`src/rtl/xgmii_rx_stats.sv`:
```
// XGMII receive statistics: frame delineation, per-frame length/error, running totals and per-window rates.
// Optional length-class counters are built when the macro RX_LEN_CLASS_EN is defined.
module xgmii_rx_stats #(
  parameter int TICK_CYCLES = 156250000,
  parameter int MIN_LEN     = 64,
  parameter int MAX_LEN     = 1518
) (
  input  logic        sys_clk,
  input  logic        sys_rst_n,
  input  logic [63:0] xgmii_rxd,
  input  logic [7:0]  xgmii_rxc,
  output logic        frame_valid,
  output logic [15:0] frame_len,
  output logic        frame_err,
  output logic [31:0] rx_frame_cnt,
  output logic [63:0] rx_byte_cnt,
  output logic [31:0] rx_err_cnt,
  output logic [31:0] rx_pps,
  output logic [31:0] rx_throughput
`ifdef RX_LEN_CLASS_EN
  ,
  output logic [31:0] rx_runt_cnt,
  output logic [31:0] rx_giant_cnt,
  output logic [31:0] rx_64_cnt,
  output logic [31:0] rx_1518_cnt
`endif
);

  localparam logic [7:0]  C_S   = 8'hFB;
  localparam logic [7:0]  C_T   = 8'hFD;
  localparam logic [7:0]  C_E   = 8'hFE;
  localparam logic [15:0] MIN_L = 16'(MIN_LEN);
  localparam logic [15:0] MAX_L = 16'(MAX_LEN);
  localparam int          WIN_W = (TICK_CYCLES > 1) ? $clog2(TICK_CYCLES) : 1;
  localparam logic [WIN_W-1:0] WIN_LAST = WIN_W'(TICK_CYCLES - 1);

  typedef enum logic {IDLE, FRAME} state_t;

  state_t      state, state_nx;
  logic [15:0] len_acc, len_acc_nx;
  logic        err_acc, err_acc_nx;
  logic        end_vld, end_err, end_good;
  logic [15:0] end_len_acc, end_len;

  logic [7:0]  t_hit, e_hit;
  logic        s0, s4, has_t, ctrl_pre_t;
  logic [3:0]  t_pos, data_all, data_lo;

  logic [WIN_W-1:0] win_cnt;
  logic             win_wrap;
  logic [31:0]      pps_acc, thr_acc, pps_base, thr_base;
  logic [32:0]      thr_sum;

  function automatic logic [15:0] sat_add16(input logic [15:0] a, input logic [3:0] b);
    logic [16:0] s;
    s = {1'b0, a} + {13'd0, b};
    return s[16] ? 16'hFFFF : s[15:0];
  endfunction

  // Lane decode: terminate position, control chars ahead of it, data-byte counts.
  always_comb begin
    // NOTE: every variable gets a default before any branch, otherwise always_comb infers a latch.
    t_hit      = '0;
    e_hit      = '0;
    t_pos      = '0;
    ctrl_pre_t = 1'b0;
    data_all   = '0;
    data_lo    = '0;
    for (int k = 0; k < 8; k++) begin
      t_hit[k] = xgmii_rxc[k] && (xgmii_rxd[8*k +: 8] == C_T);
      e_hit[k] = xgmii_rxc[k] && (xgmii_rxd[8*k +: 8] == C_E);
    end
    for (int k = 7; k >= 0; k--)
      if (t_hit[k]) t_pos = 4'(k);
    for (int k = 0; k < 8; k++) begin
      if (k < int'(t_pos) && xgmii_rxc[k]) ctrl_pre_t = 1'b1;
      data_all = data_all + {3'd0, ~xgmii_rxc[k]};
      if (k < 4) data_lo = data_lo + {3'd0, ~xgmii_rxc[k]};
    end
    has_t = |t_hit;
    s0    = xgmii_rxc[0] && (xgmii_rxd[7:0]   == C_S);
    s4    = xgmii_rxc[4] && (xgmii_rxd[39:32] == C_S);
  end

  always_comb begin
    state_nx    = state;
    len_acc_nx  = len_acc;
    err_acc_nx  = err_acc;
    end_vld     = 1'b0;
    end_err     = err_acc;
    end_len_acc = len_acc;
    case (state)
      IDLE: begin
        if (s0) begin
          state_nx   = FRAME;
          len_acc_nx = 16'd7;
          err_acc_nx = 1'b0;
        end else if (s4) begin
          state_nx   = FRAME;
          len_acc_nx = 16'd3;
          err_acc_nx = 1'b0;
        end
      end
      FRAME: begin
        if (has_t) begin
          end_vld     = 1'b1;
          end_len_acc = sat_add16(len_acc, t_pos);
          end_err     = err_acc | ctrl_pre_t | (|e_hit);
          if (s4 && t_pos < 4'd4) begin
            len_acc_nx = 16'd3;
            err_acc_nx = 1'b0;
          end else begin
            state_nx = IDLE;
          end
        end else if (s0 || s4) begin
          // A start without a terminate closes the open frame as errored and reopens.
          end_vld     = 1'b1;
          end_err     = 1'b1;
          end_len_acc = s0 ? len_acc : sat_add16(len_acc, data_lo);
          len_acc_nx  = s0 ? 16'd7 : 16'd3;
          err_acc_nx  = 1'b0;
        end else begin
          len_acc_nx = sat_add16(len_acc, data_all);
          err_acc_nx = err_acc | (|xgmii_rxc);
        end
      end
      default: state_nx = IDLE;
    endcase
  end

  always_comb begin
    end_len  = (end_len_acc >= 16'd7) ? end_len_acc - 16'd7 : 16'd0;
    end_good = end_vld && !end_err && (end_len >= MIN_L) && (end_len <= MAX_L);
    win_wrap = (win_cnt == WIN_LAST);
    pps_base = win_wrap ? '0 : pps_acc;
    thr_base = win_wrap ? '0 : thr_acc;
    thr_sum  = {1'b0, thr_base} + {17'd0, end_len};
  end

  // NOTE: asynchronous active-low reset; state and counters update with non-blocking assignments only.
  always_ff @(posedge sys_clk or negedge sys_rst_n) begin
    if (!sys_rst_n) begin
      state   <= IDLE;
      len_acc <= '0;
      err_acc <= 1'b0;
    end else begin
      state   <= state_nx;
      len_acc <= len_acc_nx;
      err_acc <= err_acc_nx;
    end
  end

  always_ff @(posedge sys_clk or negedge sys_rst_n) begin
    if (!sys_rst_n) begin
      win_cnt       <= '0;
      frame_valid   <= 1'b0;
      frame_len     <= '0;
      frame_err     <= 1'b0;
      rx_frame_cnt  <= '0;
      rx_byte_cnt   <= '0;
      rx_err_cnt    <= '0;
      rx_pps        <= '0;
      rx_throughput <= '0;
      pps_acc       <= '0;
      thr_acc       <= '0;
    end else begin
      win_cnt     <= win_wrap ? '0 : win_cnt + 1'b1;
      frame_valid <= end_vld;
      if (end_vld) begin
        frame_len <= end_len;
        frame_err <= !end_good;
      end
      if (end_good) begin
        rx_frame_cnt <= rx_frame_cnt + 32'd1;
        rx_byte_cnt  <= rx_byte_cnt + {48'd0, end_len};
      end
      if (end_vld && !end_good) rx_err_cnt <= rx_err_cnt + 32'd1;
      if (win_wrap) begin
        rx_pps        <= pps_acc;
        rx_throughput <= thr_acc;
      end
      // A frame landing on the wrap edge is seeded into the freshly cleared window.
      pps_acc <= (end_good && pps_base != '1) ? pps_base + 32'd1 : pps_base;
      thr_acc <= !end_good ? thr_base : (thr_sum[32] ? '1 : thr_sum[31:0]);
    end
  end

`ifdef RX_LEN_CLASS_EN
  always_ff @(posedge sys_clk or negedge sys_rst_n) begin
    if (!sys_rst_n) begin
      rx_runt_cnt  <= '0;
      rx_giant_cnt <= '0;
      rx_64_cnt    <= '0;
      rx_1518_cnt  <= '0;
    end else begin
      if (end_vld && end_len < MIN_L)       rx_runt_cnt  <= rx_runt_cnt + 32'd1;
      if (end_vld && end_len > MAX_L)       rx_giant_cnt <= rx_giant_cnt + 32'd1;
      if (end_good && end_len == 16'd64)    rx_64_cnt    <= rx_64_cnt + 32'd1;
      if (end_good && end_len == 16'd1518)  rx_1518_cnt  <= rx_1518_cnt + 32'd1;
    end
  end
`endif

endmodule

```
`config.mk`:
```
export PLATFORM = sky130hd
export DESIGN_NAME = xgmii_rx_stats
export DESIGN_NICKNAME = d
export VERILOG_FILES = /design/src/rtl/xgmii_rx_stats.sv
export SDC_FILE = /design/constraint.sdc
export NUM_CORES = 1
export LEC_CHECK = 0
export CAP_MARGIN = 10
export CORE_ASPECT_RATIO = 0.7
export CORE_MARGIN = 5
export CORE_UTILIZATION = 55
export DETAILED_ROUTE_END_ITERATION = 8
export GPL_ROUTABILITY_DRIVEN = 0
export PLACE_DENSITY = 0.81
export SYNTH_ARGS = -nofsm -noshare
export SYNTH_HDL_FRONTEND = slang
export SYNTH_SLANG_ARGS = --single-unit
```
`constraint.sdc`:
```
create_clock -name sys_clk -period 9.8 [get_ports sys_clk]
set_input_delay 2.45 -clock sys_clk [delete_from_list [all_inputs] [get_ports sys_clk]]
set_output_delay 2.45 -clock sys_clk [all_outputs]
set_load 0.01 [all_outputs]
```
# Word level (Yosys, flattened, before mapping)
# Cells that the tools add are included.
[word_totals]
reg_bits = 320
input_bits = 74
rom_bits = 0
ramBits = 0
latchBits = 0
n_memories = 0
[classes]
div = 0
n_mul = 0
shift = 0
add_sub_neg = 17
n_reduce_logical = 39
mux = 54
order_cmp = 12
eq_ne = 22
n_bitwise = 12
[ops]
columns = ["operator", "n"]
rows = [
  ["2-to-1 mux 16 bit", 13],
  ["2-to-1 mux 32 bit", 5],
  ["equality test 8 bit (second input constant)", 18],
  ["adder 32 x 1 -> 32 bit (second input constant)", 3],
  ["adder 64 x 16 -> 64 bit", 1],
  ["adder 16 x 4 -> 17 bit", 3],
  ["adder 32 x 16 -> 33 bit", 1],
  ["logical AND 1 bit", 32],
  ["inequality test 32 bit (second input constant)", 1],
  ["one-hot mux 16 bit (2 select lines)", 1],
  ["adder 28 x 1 -> 28 bit (second input constant)", 1],
  ["equality test 28 bit (second input constant)", 1],
  ["2-to-1 mux 28 bit", 1],
  ["OR reduction 8 bit", 3],
  ["2-to-1 mux 1 bit", 23],
  ["2-to-1 mux 4 bit", 5],
  ["adder 4 x 1 -> 4 bit", 4],
  [">= comparator 16 x 3 -> 1 bit (second input constant)", 1],
  [">= comparator 16 x 7 -> 1 bit (second input constant)", 1],
  ["<= comparator 16 x 11 -> 1 bit (second input constant)", 1],
  ["less-than comparator 3 x 4 -> 1 bit (first input constant)", 4],
  ["subtractor 16 x 3 -> 16 bit (second input constant)", 1],
  ["2-to-1 mux 3 bit", 4],
  ["NOT 1 bit", 9],
  ["13 further kinds", 19],
]

# Longest topological paths before layout
[logic_depth]
depth_word = 30
depth_mapped = 37
ltp_nobuf = 35

# Worst setup path after synthesis
# No wires, ideal clock.
[synth_path]
path_kind = "input port to flip-flop"
start = "input xgmii_rxc[0]"
end = "register thr_acc[22]"
t_required_ps = 9668
path_slack_ps = -372
arrival_ps = 10040
setup_time_ps = 132
cell_stages = 34
path_buffers = 3
cell_sequence = "inv_1 fa_1 ha_1 ha_1 fa_1 a21oi_1 nor2_1 a2111oi_0 nor4_1 a211oi_1 o21ai_0 ha_1 inv_1 a211oi_1 a211oi_2 nand2_2 nor4_4 clkbuf_1 buf_1 nor2_1 ha_1 ha_1 nand2b_1 maj3_1 o21ai_0 a22oi_1 a2111oi_0 o31ai_1 a41oi_1 nor3b_1 clkbuf_1 nand3_1 mux2i_1 nor2_1"
[synth_between]
word_cells_on_any_way = 63
classes_between = "add/sub (7); order compare (11); mux (24); bitwise (3); reduce/logical (18)"
[synth_lines]
columns = ["item", "line", "source"]
rows = [
  ["start: declaration", "11", "input logic [7:0] xgmii_rxc,"],
  ["NOT 1 bit", "78", "if (k < 4) data_lo = data_lo + {3'd0, ~xgmii_rxc[k]};"],
  ["adder 1 x 1 -> 2 bit", "78", ""],
  ["adder 2 x 1 -> 3 bit", "78", ""],
  ["adder 3 x 1 -> 4 bit", "78", ""],
  ["adder 16 x 4 -> 17 bit", "56", "s = {1'b0, a} + {13'd0, b};"],
  ["2-to-1 mux 16 bit", "57", "return s[16] ? 16'hFFFF : s[15:0];"],
  ["2-to-1 mux 16 bit", "119", "end_len_acc = s0 ? len_acc : sat_add16(len_acc, data_lo);"],
  ["2-to-1 mux 16 bit", "115", "end else if (s0 || s4) begin"],
  ["2-to-1 mux 16 bit *", "105", "if (has_t) begin"],
  ["2-to-1 mux 16 bit *", "92", "case (state)"],
  ["subtractor 16 x 3 -> 16 bit / >= comparator 16 x 3 -> 1 bit (equally long branches)", "132", "end_len = (end_len_acc >= 16'd7) ? end_len_acc - 16'd7 : 16'd0;"],
  ["2-to-1 mux 16 bit *", "132", ""],
  ["named net end_len[0]", "43", "logic [15:0] end_len_acc, end_len;"],
  ["branches (longest 3 deep; another with adder 32 x 16 -> 33 bit)", "n/a", ""],
  ["2-to-1 mux 32 bit *", "184", "thr_acc <= !end_good ? thr_base : (thr_sum[32] ? '1 : thr_sum[31:0]);"],
  ["end signal: assignment", "184", ""],
  ["end: declaration", "51", "logic [31:0] pps_acc, thr_acc, pps_base, thr_base;"],
]
# Mark *: on every way through the listed nets, which the timed path passes.
# A chain may end at the register's enable or synchronous reset.

# Final worst setup path
[layout_path]
start = "input xgmii_rxc[3]"
end = "register thr_acc[17]"
[layout_between]
word_cells_on_any_way = 60
classes_between = "add/sub (5); order compare (11); mux (25); bitwise (3); reduce/logical (16)"
[layout_lines]
columns = ["item", "line"]
rows = [
  ["branches (longest 7 deep; another with adder 16 x 4 -> 17 bit)", "n/a"],
  ["2-to-1 mux 16 bit *", "105"],
  ["2-to-1 mux 16 bit *", "92"],
  ["subtractor 16 x 3 -> 16 bit / >= comparator 16 x 3 -> 1 bit (equally long branches)", "132"],
  ["2-to-1 mux 16 bit *", "132"],
  ["named net end_len[0]", "43"],
  ["branches (longest 3 deep; another with adder 32 x 16 -> 33 bit)", "n/a"],
  ["2-to-1 mux 32 bit *", "184"],
]
# Marks and branches as above.

==> impl_metrics.json <==
{
  "syn_area_per_cell_um2": 8.89,
  "slew_headroom_pct": 29.6,
  "slowest_delay_ns": 0.59,
  "fmax_mhz": 104,
  "clk_pin_slew_ns": 0.06,
  "synthToLayoutAreaGrowth_pct": 30.1,
  "min_from": "win_cnt[0]",
  "p_clk_share_pct": 31.3,
  "overflow": 0,
  "hold_end": "win_cnt[0]",
  "grtUsageTotal_pct": 31.3,
  "layout.nets": 2652,
  "tightest_slew_ns": 1.06,
  "cts_sinks": 320,
  "min_period_over_period_pct": 98.1,
  "cp-end-kind": "flop",
  "num_vias": 18300,
  "synth_edf_count": 0,
  "fillCellCount": 2386,
  "cap_violations": 0,
  "min_period_ns": 9.61,
  "yosysSeqAreaShare_pct": 42.5,
  "setup_ws_ns": 0.190,
  "setup.worst_path.start_class": "input pin",
  "diodes": 0,
  "fin_area_um2": 24500,
  "clockBufferDepth": 3,
  "cts_hold_buf": 0,
  "yosys_warnings": 0,
  "drive_above_1_share_pct": 12.9,
  "core-area_um2": 33600,
  "setup_viol_count_final": 0,
  "ys_types": 100,
  "path_class": "input pin to flop",
  "die_w_um": 231,
  "synth_area_leaders": "dfrtp_1, nand2_1, xnor2_1",
  "power_frac_seq_pct": 33.4,
  "wire_per_inst_um": 20.3,
  "hold_path_depth": 1,
  "drt_first_pass_iters": 6,
  "cts_root_buf": "clkbuf_16",
  "reg2reg_to": "thr_acc[17]",
  "cp_slowest_cell": "fa_1",
  "p_per_area_nw_per_um2": 170,
  "io_buffer_count": 283,
  "p_total_mw": 4.17,
  "clock_latency_ns": 0.54,
  "p_sw_mw": 1.47,
  "io_pins": 284,
  "synth_common_cells": "nand2_1, dfrtp_1, nor2_1",
  "synth_top_area_cell": "dfrtp_1",
  "reg2reg_slack_ns": 2.95,
  "arrival_ns": 10.00,
  "routed_via_density": 6.13,
  "cts_inserted_buffers": 34,
  "slew_violations": 0,
  "drt-initial-drc-count": 2027,
  "hold_violations": 0,
  "final.setup_skew_ns": 0.0188,
  "postSynth.asyncResetShare_pct": 100,
  "synth_top_area_share_pct": 42.5,
  "syn_inst": 2121,
  "rr_worst_depth": 29,
  "dieArea_um2": 38100,
  "grt_pass1_vias": 18200,
  "tns_ns": 0,
  "antenna_found_initial": 0,
  "ir_worst_vdd_uv": 142,
  "swShare_pct": 35.2,
  "yosysMostFrequentCell": "nand2_1",
  "cts-htree-levels": 2,
  "min_path_type": "flop to flop",
  "tritoncts": "yes",
  "r2r_start": "len_acc[0]",
  "grt_start_max_net_pins": 90,
  "cp_max_fo": 6,
  "status": "finished, final reports clean",
  "start_util_pct": 56.0,
  "netlist_area_um2": 18900,
  "dp_slack_ns": -0.519,
  "crit_required_ns": 10.19,
  "row_count": 56,
  "synthFlopType": "dfrtp_1",
  "syn_nets": 2242,
  "grt_pass1_wl_um": 96900,
  "leakagePower_nw": 11.3,
  "die_h_um": 165,
  "drc": 0,
  "intPower_mw": 2.70,
  "rsz0062_at_grt": "yes",
  "totalWireLength_um": 60600,
  "p_comb_share_pct": 35.4,
  "dpl_cell_area_um2": 23300,
  "yosys_register_bits": 320,
  "hpwl_um": 45400,
  "ant_nets": 0
}
==> stage by stage <==
step                hold slack (ns)  util (%)  instances
floorplan                     0.433         -       2121
global placement              0.449      69.1       2924
detailed placement            0.459      69.1       2924
CTS                           0.472      72.5       2985
global route                  0.494      72.9       2991
finish                        0.468      72.9       2991
==> layout by cell type, fill, tap and decap left out, types with 8 or more instances in the layout <==
master           count
nand4_1             46
a31oi_1             19
o21ai_0             80
nor3_1              38
xor2_1              82
o21ai_1              9
o22ai_1             13
mux2_2              20
a21o_1              15
inv_1               62
nand3_1             97
clkinv_2             8
ha_1                38
clkbuf_16           34
nor3_2              11
and2_1              28
mux2i_1             10
a21oi_1             82
o211ai_1            13
or3_1               25
nor2b_1             23
a22o_1              11
and3_1              65
a211oi_1            11
nor4_1              22
dfrtp_1            320
o31ai_1             14
clkdlybuf4s50_1    281
and4_1              12
nor2_1             166
xnor2_1            126
nor4b_1             10
nand2_1            393
buf_4              169
==> metal layers <==
layer / global-route usage [%] / wire [µm] / vias up
li1: - / - / 8302
met1: 43.4 / 25500 / 8889
met2: 47.6 / 26400 / 972
met3: 9.04 / 6490 / 172
met4: 10.6 / 2220 / 0
met5: 0 / 0 / -
==> power by group through the flow <==
stage	combinational (mW)	sequential, mW	clock (mW)
final	1.48	1.39	1.30
after CTS	1.39	1.39	1.32
after floorplan	0.794	1.40	0
after detailed placement	1.38	1.41	0
after global routing	1.58	1.39	1.38
after global placement	1.33	1.41	0
==> worst max path at each step <==
stage,start,to,slack (ns),depth (start not counted)
floorplan,xgmii_rxc[0],thr_acc[22],0.004,34
global placement,xgmii_rxc[1],thr_acc[25],-0.21,35
detailed placement,xgmii_rxc[1],thr_acc[17],-0.52,35
CTS,xgmii_rxc[1],thr_acc[22],0.04,34
global route,xgmii_rxc[3],thr_acc[17],-0.17,35
finish,xgmii_rxc[3],thr_acc[17],0.19,33
==> kinds of logic (layout without fill, tap and decap cells) <==
kind of cell / count (synthesis) / after routing / share of synthesized area, %
DFF: 320 / 320 / 42.5
xor gates and xnor gates: 208 / 208 / 9.66
adders and majority gates: 53 / 53 / 3.68
muxes: 30 / 30 / 1.73
AOI/OAI and AO/OA: 368 / 368 / 13.2
buffers and inverters: 145 / 580 / 2.99
and+or+nand+nor: 997 / 997 / 26.2
==> layout make-up <==
type                       instances  area, µm²  share of cell area (%)
inverter                          64        240                   0.980
sequential                       320       8010                    32.7
clock inverter                    18        173                   0.704
multi-input combinational       1656      10500                    42.6
tap                              435        544                    2.22
clock buffer                      43        935                    3.81
timing repair buffer             455       4170                    17.0
==> critical path, delay by kind of cell <==
| family | cells | cell delay [ns] |
|---|---|---|
| and+or+nand+nor | 8 | 1.48 |
| adders and majority gates | 5 | 1.61 |
| xor gates and xnor gates | 1 | 0.20 |
| AOI/OAI and AO/OA | 14 | 3.18 |
| buffers and inverters | 5 | 1.05 |
==> state kept, by name (all words and copies together), names as in the netlist, 28 cells and up <==
| signal | flops |
|---|---|
| rx_pps | 32 |
| rx_throughput | 32 |
| thr_acc | 32 |
| win_cnt | 28 |
| rx_err_cnt | 32 |
| rx_frame_cnt | 32 |
| rx_byte_cnt | 64 |
| pps_acc | 32 |
==> repair_timing <==
action,in CTS,in global routing
setup endpoints to repair,1,75
resized for setup,1,27
cloned,0,0
hold endpoints to repair,0,0
pin swaps,0,14
buffers inserted,0,6
Note: power is estimated with default switching activity, not from simulation.
